[src/rtl/text_console_writer.sv]
// text_console_writer: turns a byte stream into character/attribute RAM bus
// writes for the text-mode screen. Keeps a teletype cursor, honours CR, BS,
// LF and FF, clears the new row on every line feed, and owns the system bus
// through a req/gnt handshake for the whole lifetime of one byte.
module text_console_writer #(
  parameter logic [15:0] VRAM_BASE = 16'hE800,
  parameter logic [15:0] ATTR_BASE = 16'hE000,
  parameter int          COLS      = 64,
  parameter int          ROWS      = 32,
  parameter int          WR_LEN    = 2,
  parameter logic [7:0]  BLANK     = 8'h20
) (
  input  logic                      clk,
  input  logic                      rst,
  input  logic [7:0]                ch_data,
  input  logic [7:0]                ch_attr,
  input  logic                      ch_valid,
  output logic                      ch_ready,
  output logic                      bus_req,
  input  logic                      bus_gnt,
  output logic [15:0]               ADD,
  output logic [7:0]                DOUT,
  output logic                      WR,
  output logic [$clog2(COLS)-1:0]   cur_col,
  output logic [$clog2(ROWS)-1:0]   cur_row
);

  localparam int CW    = $clog2(COLS);
  localparam int RW    = $clog2(ROWS);
  localparam int PW    = CW + RW;
  localparam int CELLS = COLS * ROWS;
  localparam int SW    = $clog2(WR_LEN + 1);

  localparam logic [7:0] C_BS = 8'h08;
  localparam logic [7:0] C_LF = 8'h0A;
  localparam logic [7:0] C_FF = 8'h0C;
  localparam logic [7:0] C_CR = 8'h0D;

  typedef enum logic [2:0] {
    S_IDLE, S_REQ, S_DECODE, S_WAIT_GNT, S_SETUP, S_STROBE, S_HOLD, S_RELEASE
  } state_t;

  // What the current run of bus writes is doing.
  typedef enum logic [1:0] {J_PRINT, J_ROW, J_ALL} job_t;

  state_t          state, state_n;
  job_t            job, job_n;
  logic [PW-1:0]   cnt, cnt_n;      // cell index within a clear run
  logic            phase, phase_n;  // 0: char write, 1: attr write of same cell
  logic [CW-1:0]   col, col_n;
  logic [RW-1:0]   row, row_n;
  logic [SW-1:0]   stb_cnt;
  logic [7:0]      data_r, attr_r;
  logic [PW-1:0]   pos_n;
  logic [15:0]     addr_n;
  logic [7:0]      wdata_n;

  logic accept, printable, needs_write, stb_last, last_write;

  assign accept      = ch_valid & ch_ready;
  assign printable   = (data_r >= 8'h20);
  assign needs_write = printable || (data_r == C_LF) || (data_r == C_FF);
  assign stb_last    = (stb_cnt == SW'(WR_LEN - 1));
  // The attr write of the final cell ends the run; a print at the last column
  // instead rolls into clearing the next row.
  assign last_write  = phase && (((job == J_PRINT) && !(&col)) ||
                                 ((job == J_ROW) && (cnt == PW'(COLS - 1))) ||
                                 ((job == J_ALL) && (cnt == PW'(CELLS - 1))));

  assign cur_col = col;
  assign cur_row = row;

  // State register.
  // NOTE: every clocked process uses non-blocking assignments so all registers
  // update together from values sampled before the edge.
  always_ff @(posedge clk or negedge rst) begin
    if (!rst) state <= S_IDLE;
    else      state <= state_n;
  end

  // Next-state logic; bus_gnt is consulted only on the way into SETUP (and to leave REQ).
  // NOTE: state_n gets its default before the case so no path leaves it
  // unassigned, which would otherwise infer a latch.
  always_comb begin
    state_n = state;
    case (state)
      S_IDLE:     if (accept) state_n = S_REQ;
      S_REQ:      if (bus_gnt) state_n = S_DECODE;
      S_DECODE:   if (!needs_write)  state_n = S_RELEASE;
                  else if (bus_gnt)  state_n = S_SETUP;
                  else               state_n = S_WAIT_GNT;
      S_WAIT_GNT: if (bus_gnt) state_n = S_SETUP;
      S_SETUP:    state_n = S_STROBE;
      S_STROBE:   if (stb_last) state_n = S_HOLD;
      S_HOLD:     if (last_write)   state_n = S_RELEASE;
                  else if (bus_gnt) state_n = S_SETUP;
                  else              state_n = S_WAIT_GNT;
      S_RELEASE:  state_n = S_IDLE;
      default:    state_n = S_IDLE;
    endcase
  end

  // Cursor and write-pointer next values: set up in DECODE, advanced as each write finishes.
  always_comb begin
    job_n   = job;
    cnt_n   = cnt;
    phase_n = phase;
    col_n   = col;
    row_n   = row;
    case (state)
      S_DECODE: begin
        phase_n = 1'b0;
        cnt_n   = '0;
        if (printable) job_n = J_PRINT;
        else begin
          case (data_r)
            C_LF: begin
              row_n = row + RW'(1);
              job_n = J_ROW;
            end
            C_FF: job_n = J_ALL;
            C_CR: col_n = '0;
            C_BS: if (col != '0) col_n = col - CW'(1);
            default: ;
          endcase
        end
      end
      S_HOLD: begin
        if (!phase) phase_n = 1'b1;
        else begin
          phase_n = 1'b0;
          cnt_n   = cnt + PW'(1);
          case (job)
            J_PRINT: begin
              col_n = col + CW'(1);
              if (&col) begin
                row_n = row + RW'(1);
                job_n = J_ROW;
                cnt_n = '0;
              end
            end
            J_ALL: if (cnt == PW'(CELLS - 1)) begin
              col_n = '0;
              row_n = '0;
            end
            default: ;
          endcase
        end
      end
      default: ;
    endcase
  end

  // Address and data of the write that the next SETUP will present.
  always_comb begin
    case (job_n)
      J_PRINT: pos_n = {row_n, col_n};
      J_ROW:   pos_n = {row_n, cnt_n[CW-1:0]};
      default: pos_n = cnt_n;
    endcase
    addr_n  = (phase_n ? ATTR_BASE : VRAM_BASE) + 16'(pos_n);
    wdata_n = phase_n ? attr_r : ((job_n == J_PRINT) ? data_r : BLANK);
  end

  // Datapath registers and registered bus/handshake outputs.
  always_ff @(posedge clk or negedge rst) begin
    if (!rst) begin
      job      <= J_PRINT;
      cnt      <= '0;
      phase    <= 1'b0;
      col      <= '0;
      row      <= '0;
      stb_cnt  <= '0;
      data_r   <= '0;
      attr_r   <= '0;
      ADD      <= '0;
      DOUT     <= '0;
      WR       <= 1'b1;
      bus_req  <= 1'b0;
      ch_ready <= 1'b0;
    end else begin
      job   <= job_n;
      cnt   <= cnt_n;
      phase <= phase_n;
      col   <= col_n;
      row   <= row_n;
      if (accept) begin
        data_r <= ch_data;
        attr_r <= ch_attr;
      end
      stb_cnt <= (state == S_STROBE) ? stb_cnt + SW'(1) : '0;
      // ADD/DOUT only move on entry to SETUP, so they are frozen through STROBE and HOLD.
      if (state_n == S_SETUP) begin
        ADD  <= addr_n;
        DOUT <= wdata_n;
      end
      WR       <= (state_n != S_STROBE);
      bus_req  <= (state_n != S_IDLE) && (state_n != S_RELEASE);
      ch_ready <= (state_n == S_IDLE);
    end
  end

endmodule

[config.mk]
export PLATFORM = sky130hd
export DESIGN_NAME = text_console_writer
export DESIGN_NICKNAME = d
export VERILOG_FILES = /design/src/rtl/text_console_writer.sv
export SDC_FILE = /design/constraint.sdc
export NUM_CORES = 1
export LEC_CHECK = 0
export CORE_UTILIZATION = 55
export CTS_BUF_LIST = sky130_fd_sc_hd__clkbuf_2
export DETAILED_ROUTE_END_ITERATION = 6
export PLACE_DENSITY_LB_ADDON = 0.05
export SLEW_MARGIN = 10
export SYNTH_ARGS = -nofsm -noshare
export SYNTH_HDL_FRONTEND = slang
export SYNTH_SLANG_ARGS = --single-unit
[constraint.sdc]
create_clock -name clk -period 7.4 [get_ports clk]
set_clock_uncertainty 0.15 [all_clocks]
set_input_delay 1.48 -clock clk [delete_from_list [all_inputs] [get_ports clk]]
set_output_delay 1.48 -clock clk [all_outputs]
set_load 0.005 [all_outputs]
==> impl_metrics.py <==
metrics = {
    "synth": {
        "synth_top_area_cell": "dfrtp_1",
        "synthCells": 432,
        "async_flop_share_pct": 100,
        "ys_warn_count": 0,
        "yosys-top-cells-area": "dfrtp_1 (39%), mux2_2 (5.6%), nand2_1 (3.3%)",
        "syn-num-nets": 458,
        "ys_seq_elements": 70,
        "syn_avg_cell_area_um2": 10.2,
        "netlist_area_um2": 4400,
        "synth-main-ff-cell": "dfrtp_1",
        "synth_most_common_cell": "dfrtp_1",
        "synth_commonest_cells": "dfrtp_1 (69), nand2_1 (39), mux2_2 (22)",
        "synth_top_cell_area_share_pct": 39.2,
        "synth-edff-count": 0,
        "synth.distinct_cells": 85,
        "ys_seq_area_share_pct": 39.8,
    },
    "timing": {
        "fin_crit_ns": 3.87,
        "final_max_slew_viol_count": 0,
        "hold_ws_ns": 0.300,
        "worst-slew-pin-transition_ns": 1.21,
        "hold_viol": 0,
        "setup_tns_ns": 0,
        "setup_viol": 0,
        "worst_slack_ns": 3.53,
        "finalCritPeriodShare_pct": 52.3,
        "rsz0062_at_grt": "no",
        "slew_headroom_pct": 19.3,
        "fmax_mhz": 258,
    },
    "cts": {
        "clk_latency_ns": 0.51,
        "path_clk_slew_ns": 0.20,
        "root_buffer": "clkbuf_2",
        "cts_hold_buf": 0,
        "htreeDepth": 3,
        "clk_path_buf_depth": 2,
        "post-cts-setup-buffer-count": 0,
        "cts_made_buffers": 9,
        "clkSinkCount": 70,
        "post_cts_resized": 0,
        "cts_tree": "yes",
    },
    "place": {
        "hpwl_um": 7740,
        "dpl_worst_slack_ns": 2.95,
        "gp_congestion": 0.888,
        "port_buffers": 56,
        "placed_cells": 563,
    },
    "drt": {
        "first_pass_iters": 5,
        "drc": 0,
        "ant_nets": 0,
        "first_iter_violations": 281,
        "dr_total_vias": 3708,
        "vias_per_cell": 6.42,
        "wirelength_um": 10800,
        "wl_per_cell_um": 18.7,
    },
    "floorplan": {
        "row_count": 32,
        "die_w_um": 91.4,
        "initial_core_util_pct": 56.9,
        "core_area_um2": 7730,
        "die_h_um": 91.4,
        "fp.dieArea_um2": 8360,
        "pin_count": 58,
    },
    "global_route": {
        "grt_use_total_pct": 27.8,
        "grt_max_degree": 71,
        "antenna_found_initial": 0,
        "grt_pass1_wl_um": 18000,
        "grt_overflow_total": 0,
        "grt_pass1_vias": 3483,
    },
    "setup_path": {
        "start_kind": "input port",
        "endpoint_kind": "flip-flop",
        "critPathKind": "in2reg",
        "crit-reg2reg-launch": "phase",
        "required_ns": 7.68,
        "startpoint": "ch_valid",
        "critPathMaxFanout": 21,
        "worstPathArrival_ns": 4.15,
    },
    "power_and_ir_drop": {
        "leakagePower_uw": 0.00198,
        "total_power_uw": 1780,
        "vdd_drop_max_mv": 0.213,
        "power_density_nw_per_um2": 356,
    },
    "final_layout": {
        "fin_nets": 498,
        "fin_cells": 578,
        "antenna_cells": 0,
        "drive_above_1_share_pct": 16.6,
        "syn2layout_area_growth_pct": 13.9,
    },
    "flow_run": {
        "drv_cap": 0,
    },
    "worst_hold_path": {
        "min_from": "stb_cnt[0]",
        "hold_path.class": "reg2reg",
    },
    "status": {
        "status": "finished, final reports clean",
    },
}
critical path, stage by stage:
cell and delay, ns:
clkdlybuf4s50_1 0.39, nand2_1 0.55, a22oi_1 0.30, nor3_4 0.98
mux2_2 0.42
cell families after synthesis:
family	after synthesis	synth area share (%)
flops	70	39.8
xor+xnor	7	1.39
fa+ha+maj	6	1.71
simple gates	156	21.2
buf+inv	49	6.17
mux	39	10.5
other cells	1	0.0852
compound gates	104	19.1
stage by stage:
| stage | utilization (%) | cell area (µm²) |
|---|---|---|
| detailed placement | 63.5 | 4900 |
| global route | 64.9 | 5010 |
| CTS | 64.9 | 5010 |
| finish | 64.9 | 5010 |
| global placement | 63.5 | 4900 |
| floorplan | - | 4400 |
cell type report:
| type | count | area, µm² |
|---|---|---|
| Clock buffer | 9 | 45.0 |
| Clock inverter | 6 | 62.6 |
| Fill cell | 642 | 2720 |
| Inverter | 19 | 71.3 |
| Multi-Input combinational cell | 313 | 2370 |
| Sequential cell | 70 | 1750 |
| Tap cell | 102 | 128 |
| Timing Repair Buffer | 59 | 578 |
power by group:
| part | internal [µW] | switching (µW) |
|---|---|---|
| sequential | 508 | 183 |
| combinational | 433 | 442 |
| clock | 75.4 | 142 |
| total | 1020 | 767 |
state kept, by name (all words and copies together), names as in the netlist:
name,cells
ADD,13
DOUT,8
WR,1
attr_r,8
bus_req,1
ch_ready,1
cnt,11
cur_col,6
cur_row,5
data_r,8
job,2
phase,1
state,3
stb_cnt,2
cell usage in the layout, fill, tap and decap left out, types with 5 or more instances in the layout:
cell type | netlist | routed
dfrtp_1 | 69 | 69
clkdlybuf4s50_1 | 0 | 55
nand2_1 | 39 | 39
mux2_2 | 22 | 22
inv_1 | 19 | 19
nor2_1 | 19 | 19
a21oi_1 | 14 | 14
nand3_1 | 13 | 13
nand4_1 | 11 | 11
o21ai_0 | 11 | 11
nor3_1 | 9 | 9
a31oi_1 | 9 | 9
clkbuf_2 | 0 | 9
nand2b_1 | 8 | 8
nor4_1 | 7 | 7
mux2_4 | 7 | 7
mux2_1 | 7 | 7
and2_1 | 6 | 6
a211oi_1 | 6 | 6
o22ai_1 | 6 | 6
ha_1 | 6 | 6
xnor2_1 | 5 | 5
nand3b_1 | 5 | 5
o31ai_1 | 5 | 5
metal layers:
metal / track usage, % / up-vias / routed length [µm] / part of all wire [%]
li1: - / 1722 / - / -
met1: 38.1 / 1831 / 4820 / 44
met2: 44.4 / 136 / 5150 / 48
met3: 3.69 / 19 / 624 / 5.8
met4: 10.8 / 0 / 239 / 2.2
met5: 0 / - / 0 / 0
worst paths after layout:
check	to	slack [ns]	cells past startpoint
worst max-delay path	ADD[7]	3.53	5
worst min-delay path	stb_cnt[0]	0.30	1
worst max register to register	ADD[7]	3.70	5
worst min register to register	stb_cnt[0]	0.30	1
max in group asynchronous	DOUT[5]	5.52	2
min in group asynchronous	cur_col[4]	0.98	2
Power figures use the tool's default switching activity.
